### src/rtl/half_life_ctrl.sv
// half_life_ctrl: drives load/down commands into an external N-bit counter,
// steps it down once per prescaled period, and reports a half-life event
// each time the returned count meets the current (halving) threshold.
module half_life_ctrl #(
   parameter int N  = 4,
   parameter int PW = 8
) (
   input  logic          clk,
   input  logic          rst,
   input  logic          start,
   input  logic          abort,
   input  logic [N-1:0]  init,
   input  logic [PW-1:0] period,
   input  logic [N-1:0]  cnt_out,
   output logic          cnt_clr,
   output logic          cnt_up,
   output logic          cnt_down,
   output logic          cnt_load,
   output logic [N-1:0]  cnt_in,
   output logic          busy,
   output logic          done,
   output logic          half_pulse,
   output logic [N-1:0]  halves
);

   typedef enum logic [2:0] {
      S_IDLE,
      S_LOAD,
      S_WAIT,
      S_STEP,
      S_CHECK,
      S_DONE
   } state_t;

   state_t        state_q, state_d;
   logic [N-1:0]  init_q,  init_d;
   logic [PW-1:0] per_q,   per_d;
   logic [N-1:0]  thr_q,   thr_d;
   logic [PW-1:0] pre_q,   pre_d;
   logic [N-1:0]  halves_q, halves_d;

   logic          busy_c;
   logic          load_c;
   logic          down_c;
   logic          half_c;
   logic          clr_c;
   logic [PW-1:0] pre_reload;

   // A zero period behaves like one, so the prescaler reload never underflows.
   assign pre_reload = (per_q == '0) ? '0 : per_q - 1'b1;

   // Next-state and command decode; abort overrides whatever the state chose.
   always_comb begin
      // NOTE: every signal written here gets a default first so no latch is inferred.
      state_d  = state_q;
      init_d   = init_q;
      per_d    = per_q;
      thr_d    = thr_q;
      pre_d    = pre_q;
      halves_d = halves_q;
      load_c   = 1'b0;
      down_c   = 1'b0;
      half_c   = 1'b0;
      clr_c    = 1'b0;
      busy_c   = (state_q == S_LOAD) || (state_q == S_WAIT) ||
                 (state_q == S_STEP) || (state_q == S_CHECK);

      case (state_q)
         S_IDLE, S_DONE: begin
            if (start) begin
               init_d   = init;
               per_d    = period;
               thr_d    = init >> 1;
               halves_d = '0;
               state_d  = S_LOAD;
            end
         end
         S_LOAD: begin
            load_c = 1'b1;
            if (init_q == '0) begin
               state_d = S_DONE;
            end else begin
               pre_d   = pre_reload;
               state_d = S_WAIT;
            end
         end
         S_WAIT: begin
            if (pre_q == '0) begin
               state_d = S_STEP;
            end else begin
               pre_d = pre_q - 1'b1;
            end
         end
         S_STEP: begin
            down_c  = 1'b1;
            state_d = S_CHECK;
         end
         S_CHECK: begin
            // The counter already reflects the STEP decrement in this cycle.
            if ((cnt_out == thr_q) && (thr_q != '0)) begin
               half_c   = 1'b1;
               halves_d = (&halves_q) ? halves_q : halves_q + 1'b1;
               thr_d    = thr_q >> 1;
            end
            if (cnt_out == '0) begin
               state_d = S_DONE;
            end else begin
               pre_d   = pre_reload;
               state_d = S_WAIT;
            end
         end
         default: state_d = S_IDLE;
      endcase

      // Abort discards every pending update except the return to IDLE.
      if (busy_c && abort) begin
         state_d  = S_IDLE;
         init_d   = init_q;
         per_d    = per_q;
         thr_d    = thr_q;
         pre_d    = pre_q;
         halves_d = halves_q;
         load_c   = 1'b0;
         down_c   = 1'b0;
         half_c   = 1'b0;
         clr_c    = 1'b1;
      end
   end

   // State and datapath registers with synchronous active-low reset.
   always_ff @(posedge clk) begin
      // NOTE: sequential state uses non-blocking assignments only.
      if (!rst) begin
         state_q  <= S_IDLE;
         init_q   <= '0;
         per_q    <= '0;
         thr_q    <= '0;
         pre_q    <= '0;
         halves_q <= '0;
      end else begin
         state_q  <= state_d;
         init_q   <= init_d;
         per_q    <= per_d;
         thr_q    <= thr_d;
         pre_q    <= pre_d;
         halves_q <= halves_d;
      end
   end

   // Outputs are forced quiet during reset, except the counter clear which
   // must be asserted so the counter clears on the same edge.
   always_comb begin
      cnt_up     = 1'b0;
      cnt_clr    = !rst || clr_c;
      cnt_load   = rst && load_c;
      cnt_down   = rst && down_c;
      half_pulse = rst && half_c;
      busy       = rst && busy_c;
      done       = rst && (state_q == S_DONE);
      cnt_in     = rst ? init_q   : '0;
      halves     = rst ? halves_q : '0;
   end

endmodule

### config.mk
export PLATFORM = sky130hd
export DESIGN_NAME = half_life_ctrl
export DESIGN_NICKNAME = d
export VERILOG_FILES = /design/src/rtl/half_life_ctrl.sv
export SDC_FILE = /design/constraint.sdc
export NUM_CORES = 1
export LEC_CHECK = 0
export ABC_AREA = 1
export ABC_CLOCK_PERIOD_IN_PS = 1500
export CORE_UTILIZATION = 47
export CTS_CLUSTER_SIZE = 40
export DETAILED_ROUTE_END_ITERATION = 8
export GPL_ROUTABILITY_DRIVEN = 0
export PLACE_DENSITY = 0.73
export SYNTH_ARGS = -nofsm -noshare
export SYNTH_HDL_FRONTEND = slang
export SYNTH_SLANG_ARGS = --single-unit
### constraint.sdc
create_clock -name clk -period 1.5 [get_ports clk]
set_input_delay 0.45 -clock clk [delete_from_list [all_inputs] [get_ports clk]]
set_output_delay 0.45 -clock clk [all_outputs]
set_load 0.01 [all_outputs]
-- Word level (Yosys, flattened, before mapping)
Index checks and enable logic that the tools add are counted.
- add/subtract/negate cells: 3
- multiplexer cells: 27
- equal/unequal tests: 13
- bitwise gates (word level): 2
- reduce and logical (&&, ||, !) cells: 28
- operators by type and width (kind ; number):
    two-way mux 8 bit ; 4
    two-way mux 4 bit ; 7
    one-hot mux 8 bit (3 select lines) ; 1
    zero test 8 bit ; 2
    one-hot mux 4 bit (2 select lines) ; 2
    subtractor 8 x 1 -> 8 bit, second input constant ; 2
    one-hot mux 3 bit (5 select lines) ; 1
    two-way mux 3 bit ; 4
    != test 2 bit, second input constant ; 5
    AND reduction 5 bit ; 2
    zero test 4 bit ; 2
    two-way mux 1 bit ; 8
    AND reduction 4 bit ; 2
    logical AND 1 bit ; 7
    == test 3 x 2 -> 1 bit, second input constant ; 2
    == test 3 bit, second input constant ; 2
    adder 4 x 1 -> 4 bit, second input constant ; 1
    == test 4 bit ; 1
    logical OR 1 bit ; 4
    != test 2 x 1 -> 1 bit, second input constant ; 2
    nonzero test 4 bit ; 1
    OR reduction 2 bit ; 2
    == test 3 x 1 -> 1 bit, second input constant ; 1
    zero test 3 bit ; 1
    other kinds (6) ; 7
- input port bits: 20
- register bits after elaboration: 31
- output and inout bits: 15
- word-level logic and storage cells: 79

-- Logic depth before layout (Yosys ltp)
Gate-level depths: netlist of run 1.
- depth after elaboration: 7
- gate-level depth with buffers: 10
- mapped depth without buffers: 10

-- Worst setup path before layout of run 1
No wires, ideal clock.
- kind: reg-to-output
- from: register state_q[2]
- to: output cnt_down
- path slack: -283 ps
- path buffers: 0
- arrival time: 1333 ps
- stages on the path, launching flop included: 7
- required time: 1050 ps
- path through: dfxtp_1 inv_2 o21ai_2 nand2_1 nand2_2 nand2_1 nor4_1
- word-level cells in the longest chain between the ends: 7
- elaborated cells on any way between the ends: 11
- those cells by class: eq/ne: 4; mux: 2; reduce/logical: 5
- RTL lines (what ; RTL line ; text):
    start, declared ; 35 ; state_t state_q, state_d;
    start signal, assigned ; 141 ; state_q <= state_d;
    == test 3 x 1 -> 1 bit / == test 3 x 2 -> 1 bit (equally long branches) ; 65 ; busy_c = (state_q == S_LOAD) || (state_q == S_WAIT) ||
    logical OR 1 bit (2 in series) ; 65 ;
    logical OR 1 bit ; 66 ; (state_q == S_STEP) || (state_q == S_CHECK);
    logical AND 1 bit ; 116 ; if (busy_c && abort) begin
    two-way mux 1 bit * ; 116 ;
    logical AND 1 bit * ; 156 ; cnt_down = rst && down_c;
    end, declared ; 17 ; output logic cnt_down,
Mark *: on every way between the ends. The rest lies on a longest branch, timed or not.

-- Worst setup path in the final report of run 1
- from: register state_q[0]
- to: output half_pulse
- word-level cells in the longest chain between the ends: 7
- elaborated cells on any way between the ends: 11
- those cells by class: eq/ne: 4; mux: 2; reduce/logical: 5
- RTL lines (what ; RTL line ; text):
    == test 3 x 1 -> 1 bit / == test 3 x 2 -> 1 bit (equally long branches) ; 65 ;
    logical OR 1 bit (2 in series) ; 65 ;
    logical OR 1 bit ; 66 ;
    logical AND 1 bit ; 116 ;
    two-way mux 1 bit * ; 116 ;
    logical AND 1 bit * ; 157 ; half_pulse = rst && half_c;
    end, declared ; 22 ; output logic half_pulse,
Marked as above.

==> flow_summary.toml, run 1 <==
[critical_path]
cp_cell_sequence = "nor2_4 > nand2_4 > nand2_4 > nand2_4 > nand2_8 > buf_6 > nor2_4 > buf_6"
r2r-start = "state_q[0]"
cp-start-kind = "flip-flop"
r2r_slack_ns = -0.19
cp_common_cell = "nand2_4"
worstPathMaxFanout = 5
slowest_stage = "dfxtp_4"
required_ns = 1.05
worstPathArrival_ns = 1.41
cp_num_buf_inv = 2
rr_endpoint = "thr_q[1]"
cp-end-kind = "output port"
crit_type = "flip-flop to output port"
critPathMaxStageDelay_ns = 0.37
reg2reg_depth = 11
critPathTopFamily = "simple AND/OR/NAND/NOR gates"

[clock_network]
cts_sinks = 30
insertion_delay_ns = 0.29
cts_tree = "done"
cts_root_buf = "clkbuf_8"
clk_pin_slew_ns = 0.07
cts-buffers-inserted = 5
postCtsHoldBufs = 0
cts.path.max_buffers = 2
htreeDepth = 2

[grt]
gr-total-overflow = 0
grt_pass1_wl_um = 9142
grt_usage_pct = 27.36
grt_pass1_vias = 2052
grt_max_degree = 24
antenna_found_initial = 0

[logic_synthesis]
syn_inst = 316
syn_area_um2 = 1968
ys_types = 33
synth-seq-area-share_pct = 30.51
synth_seq_cells = 30
ys_warn_count = 0
syn_area_per_cell_um2 = 6.228
syn-num-nets = 341

[drt]
wl_per_cell_um = 14.47
wl_um = 6629
firstDrtPassIters = 4
drtIter0Drc = 250
vias_per_cell = 5.293
drcViolationCount = 0
vias = 2424
final_antenna_net_count = 0

[sta]
clock-skew-final_ns = 0.009104
drv_slew = 0
period_share_pct = 123.8
period_needed_ns = 1.857
rsz0062_at_grt = "yes"
setup_ws_ns = -0.3566
fin_tns_setup_ns = -3.789
finalHoldViolations = 0
max_freq_mhz = 538.6
finalSetupViolCount = 24

[place]
pre_cts_slack_ns = -0.9151
portBuffers = 33
dp_hpwl_um = 3866
placedInstanceArea_um2 = 2684

[finish]
layout-drive-gt1-share_pct = 38.73
diodes = 0
final_cell_area_um2 = 3271
area_delta_synth_final_pct = 66.18
nFillCells = 252
nNetsFinal = 433

[min_path]
hold_depth = 2
whs_endpoint = "init_q[0]"
hold_path.class = "flip-flop to flip-flop"
worstHoldStart = "init_q[0]"

[outcome]
outcome = "complete, but fails checks"
violations = "setup timing"

[power_and_ir_drop]
ir_worst_vdd_uv = 1197
leakage_nw = 1.584
powerDensity_nw_per_um2 = 2180

[floorplanning]
die_width_um = 66.71
die-area_um2 = 4450
die_h_um = 66.71
core_area_um2 = 4000
initial_core_util_pct = 49.20
io_pins = 35
rows = 23

[job]
drv_cap = 0
-- Yosys cell counts (all sizes together) --
master,n,area (um^2)
buf,3,17.52
conb,1,3.750
or2,1,6.260
clkbuf,3,11.26
nand4,5,31.28
xnor2,1,8.760
o21bai,2,15.01
nor4,1,6.260
ha,5,62.56
nor3,2,10.01
o22ai,2,12.51
inv,54,207.7
a21oi,19,95.09
nor2,50,206.5
a31oi,1,6.260
dfxtp,30,600.6
o21ai,35,178.9
a31o,1,8.760
clkinv,1,5.000
nand3,22,150.1
nand2,74,297.8
xor2,3,26.28
-- placed cells by master (no fill, tap or decap), types with 13 or more instances in the layout --
master	netlist	final
dfxtp_1	30	25
buf_6	0	16
inv_1	47	44
buf_4	1	41
nand2_1	68	53
nand3_1	17	13
nor2_1	48	36
a21oi_1	19	17
o21ai_1	7	14
clkdlybuf4s50_1	0	13
-- cell type report --
type	instances	area (um^2)	share of cell area, %
Clock buffer	6	82.58	2.525
Clock inverter	1	30.03	0.9181
Inverter	55	229.0	7.001
Multi-Input combinational cell	226	1455	44.49
Sequential cell	30	614.3	18.78
Tap cell	50	62.56	1.913
Timing Repair Buffer	90	797.0	24.37
-- how the worst max path moves through the flow --
| stage | endpoint | start | depth (start not counted) |
|---|---|---|---|
| finish | half_pulse | state_q[0] | 8 |
| global placement | half_pulse | cnt_out[1] | 8 |
| floorplan | cnt_down | state_q[2] | 6 |
| detailed placement | half_pulse | cnt_out[0] | 8 |
| global route | half_pulse | state_q[0] | 8 |
| CTS | half_pulse | state_q[1] | 7 |
-- per-stage QoR --
stage	hold WS (ns)	total power [mW]	std cells	utilization (%)
4_1_cts	0.4727	6.069	453	74.07
6_report	0.4725	7.131	458	81.76
5_1_grt	0.4884	7.611	458	81.76
2_1_floorplan	0.4433	3.629	316	-
3_5_place_dp	0.4616	4.814	435	67.09
3_3_place_gp	0.4550	4.721	435	67.09
-- registers in the layout, indices dropped and copies added (netlist names) --
name	cells
halves_q	4
init_q	4
per_q	8
pre_q	8
state_q	3
thr_q	3
-- cells by family (layout without fill, tap and decap cells) --
| kind of cell | Yosys count | count (layout) | synth area share [%] |
|---|---|---|---|
| simple gates | 155 | 156 | 35.98 |
| other cells | 1 | 1 | 0.1905 |
| fa+ha+maj | 5 | 5 | 3.179 |
| xor+xnor | 4 | 4 | 1.780 |
| buf+inv | 61 | 152 | 12.27 |
| flops | 30 | 30 | 30.52 |
| compound gates | 60 | 60 | 16.08 |
-- routing by layer --
| metal | wire length [um] | GRT usage [%] | vias to the layer above |
|---|---|---|---|
| li1 | - | - | 1185 |
| met1 | 2896 | 37.25 | 1134 |
| met2 | 3185 | 42.55 | 83 |
| met3 | 327 | 3.938 | 22 |
| met4 | 220 | 11.70 | 0 |
| met5 | 0 | 0 | - |
-- repair_timing --
| action | 4_1_cts | 5_1_grt |
|---|---|---|
| buffers inserted | 10 | 7 |
| pin swaps | 19 | 27 |
| resized for setup | 102 | 81 |
| cloned | 1 | 1 |
| setup endpoints to repair | 41 | 40 |
-- power by group --
| group | switching, mW | leakage (nW) | internal, mW |
|---|---|---|---|
| clock network | 0.326 | 0.0573 | 0.531 |
| registers | 0.280 | 0.250 | 1.11 |
| logic | 2.86 | 1.28 | 2.03 |
| total | 3.46 | 1.58 | 3.67 |
-- worst register-to-register path, stage by stage (launching register included) --
cell	delay, ns
dfxtp_4	0.37
nor2_4	0.16
nand2_4	0.11
nor2_4	0.14
nand3_4	0.10
buf_4	0.15
buf_6	0.10
buf_6	0.12
nand2_8	0.08
nand2_4	0.07
o21ai_2	0.12
nor2_1	0.07
(Power assumes the default switching activity.)
==> inputs of run 2 (changes only) <==
--- a/config.mk
+++ b/config.mk
@@ -10,8 +10,8 @@
 export CORE_UTILIZATION = 47
 export CTS_CLUSTER_SIZE = 40
 export DETAILED_ROUTE_END_ITERATION = 8
-export GPL_ROUTABILITY_DRIVEN = 0
 export PLACE_DENSITY = 0.73
+export SETUP_SLACK_MARGIN = 0.4
 export SYNTH_ARGS = -nofsm -noshare
 export SYNTH_HDL_FRONTEND = slang
 export SYNTH_SLANG_ARGS = --single-unit
==> run 2 against run 1 <==
Critical path type unchanged. Critical endpoint unchanged. Register-to-register slack got worse by 0.25 ns. Cell count increased by 2.2%. The run still ends with setup timing left. Combinational power increased by 9.6%. Largest power group unchanged.
==> flow_summary.toml, run 2 (synthesized netlist as in run 1, its figures left out) <==
[outcome]
outcome = "complete, but fails checks"
violations = "setup timing"

[critical_path]
worstPathArrival_ns = 1.58
cp-end-kind = "output port"
r2r_slack_ns = -0.44
required_ns = 1.05
cp-start-kind = "flip-flop"
worstPathMaxFanout = 4
crit_type = "flip-flop to output port"

[power_and_ir_drop]
ir_worst_vdd_uv = 1274
p_total_mw = 7.845
powerDensity_nw_per_um2 = 2190
leakage_nw = 1.721

[drt]
vias = 2699
wl_um = 8619
wl_per_cell_um = 18.42
drtIter0Drc = 223
vias_per_cell = 5.767
final_antenna_net_count = 0
drcViolationCount = 0
firstDrtPassIters = 5

[floorplanning]
initial_core_util_pct = 49.20
rows = 23
die_h_um = 66.71
die-area_um2 = 4450
core_area_um2 = 4000
die_width_um = 66.71
io_pins = 35

[finish]
reg.largest.list = "per_q x8, pre_q x8"
nFillCells = 173
layout_common_cells = "nand2_1 (49), buf_6 (36), nor2_1 (35)"
final_common_cell = "nand2_1"
area_delta_synth_final_pct = 82.01
nNetsFinal = 442
fin_util_pct = 89.55
diodes = 0
instances_no_fill = 468
layout-drive-gt1-share_pct = 46.17

[grt]
gr-total-overflow = 0
grt_max_degree = 20
grt_usage_pct = 31.69
antenna_found_initial = 0
grt_pass1_wl_um = 10450
grt_pass1_vias = 2317

[sta]
clock-skew-final_ns = 0.007226
max_freq_mhz = 493.0
setup_ws_ns = -0.5286
period_share_pct = 135.2
drv_slew = 0
finalHoldViolations = 0
finalSetupViolCount = 40
period_needed_ns = 2.029
rsz0062_at_grt = "yes"

[clock_network]
clk_pin_slew_ns = 0.08
cts_sinks = 30
cts_root_buf = "clkbuf_8"
cts_tree = "done"
cts.path.max_buffers = 2
insertion_delay_ns = 0.30
cts-buffers-inserted = 5
htreeDepth = 2

[job]
drv_cap = 0

[place]
portBuffers = 33
dp_hpwl_um = 3846
pre_cts_slack_ns = -0.9427
place.gp.congestion = 0.8105
dp_cells = 435

[min_path]
hold_path.class = "flip-flop to flip-flop"
## run 2: layout make-up
cell class	instances	area (um^2)	area share (%)
Multi-Input combinational cell	226	1543	43.07
Timing Repair Buffer	99	979.7	27.35
Clock buffer	7	107.6	3.004
Tap cell	50	62.56	1.746
Clock inverter	1	30.03	0.8383
Inverter	55	241.5	6.741
Sequential cell	30	618.1	17.25
## run 2: what timing repair did
item	in CTS	in global routing
setup buffers	13	8
endpoints found under the setup margin	44	44
gates resized for setup	147	54
hold buffers	0	0
pin swaps	25	21
gates cloned	4	0
## run 2: layer usage
| layer | part of all wire [%] | track usage [%] |
|---|---|---|
| met2 | 49 | 55.30 |
| met5 | 0 | 0 |
| met3 | 8.7 | 5.137 |
| met1 | 36 | 38.05 |
| met4 | 5.6 | 13.03 |
## run 2: stage by stage
step / area [um^2] / hold slack (ns) / setup TNS (ns)
CTS: 3332 / 0.4981 / -3.589
floorplan: 2162 / 0.4638 / 0
detailed placement: 2845 / 0.4927 / -21.30
finish: 3582 / 0.5071 / -6.867
global placement: 2845 / 0.4855 / -20.50
global route: 3582 / 0.5172 / -8.433
## run 2: worst paths after layout
kind             from     endpoint  depth (start not counted)
min reg2reg  thr_q[2]     thr_q[2]                          2
max          thr_q[2]   half_pulse                          7
min          thr_q[2]     thr_q[2]                          2
max reg2reg  thr_q[2]  halves_q[1]                         13
## run 2: report_power, final
part / total, mW / internal [mW] / switching, mW
Sequential: 1.48 / 1.12 / 0.365
Combinational: 5.35 / 2.16 / 3.19
Clock: 1.01 / 0.642 / 0.371
Total: 7.85 / 3.92 / 3.93
## run 2: worst max-delay path, cell delays in order, from the launching register on
cell and delay (ns):
dfxtp_2 0.39, inv_1 0.09, nand2_1 0.06, nand2_1 0.07
nor2_1 0.28, nand3_4 0.16, nor2_4 0.12, buf_6 0.11
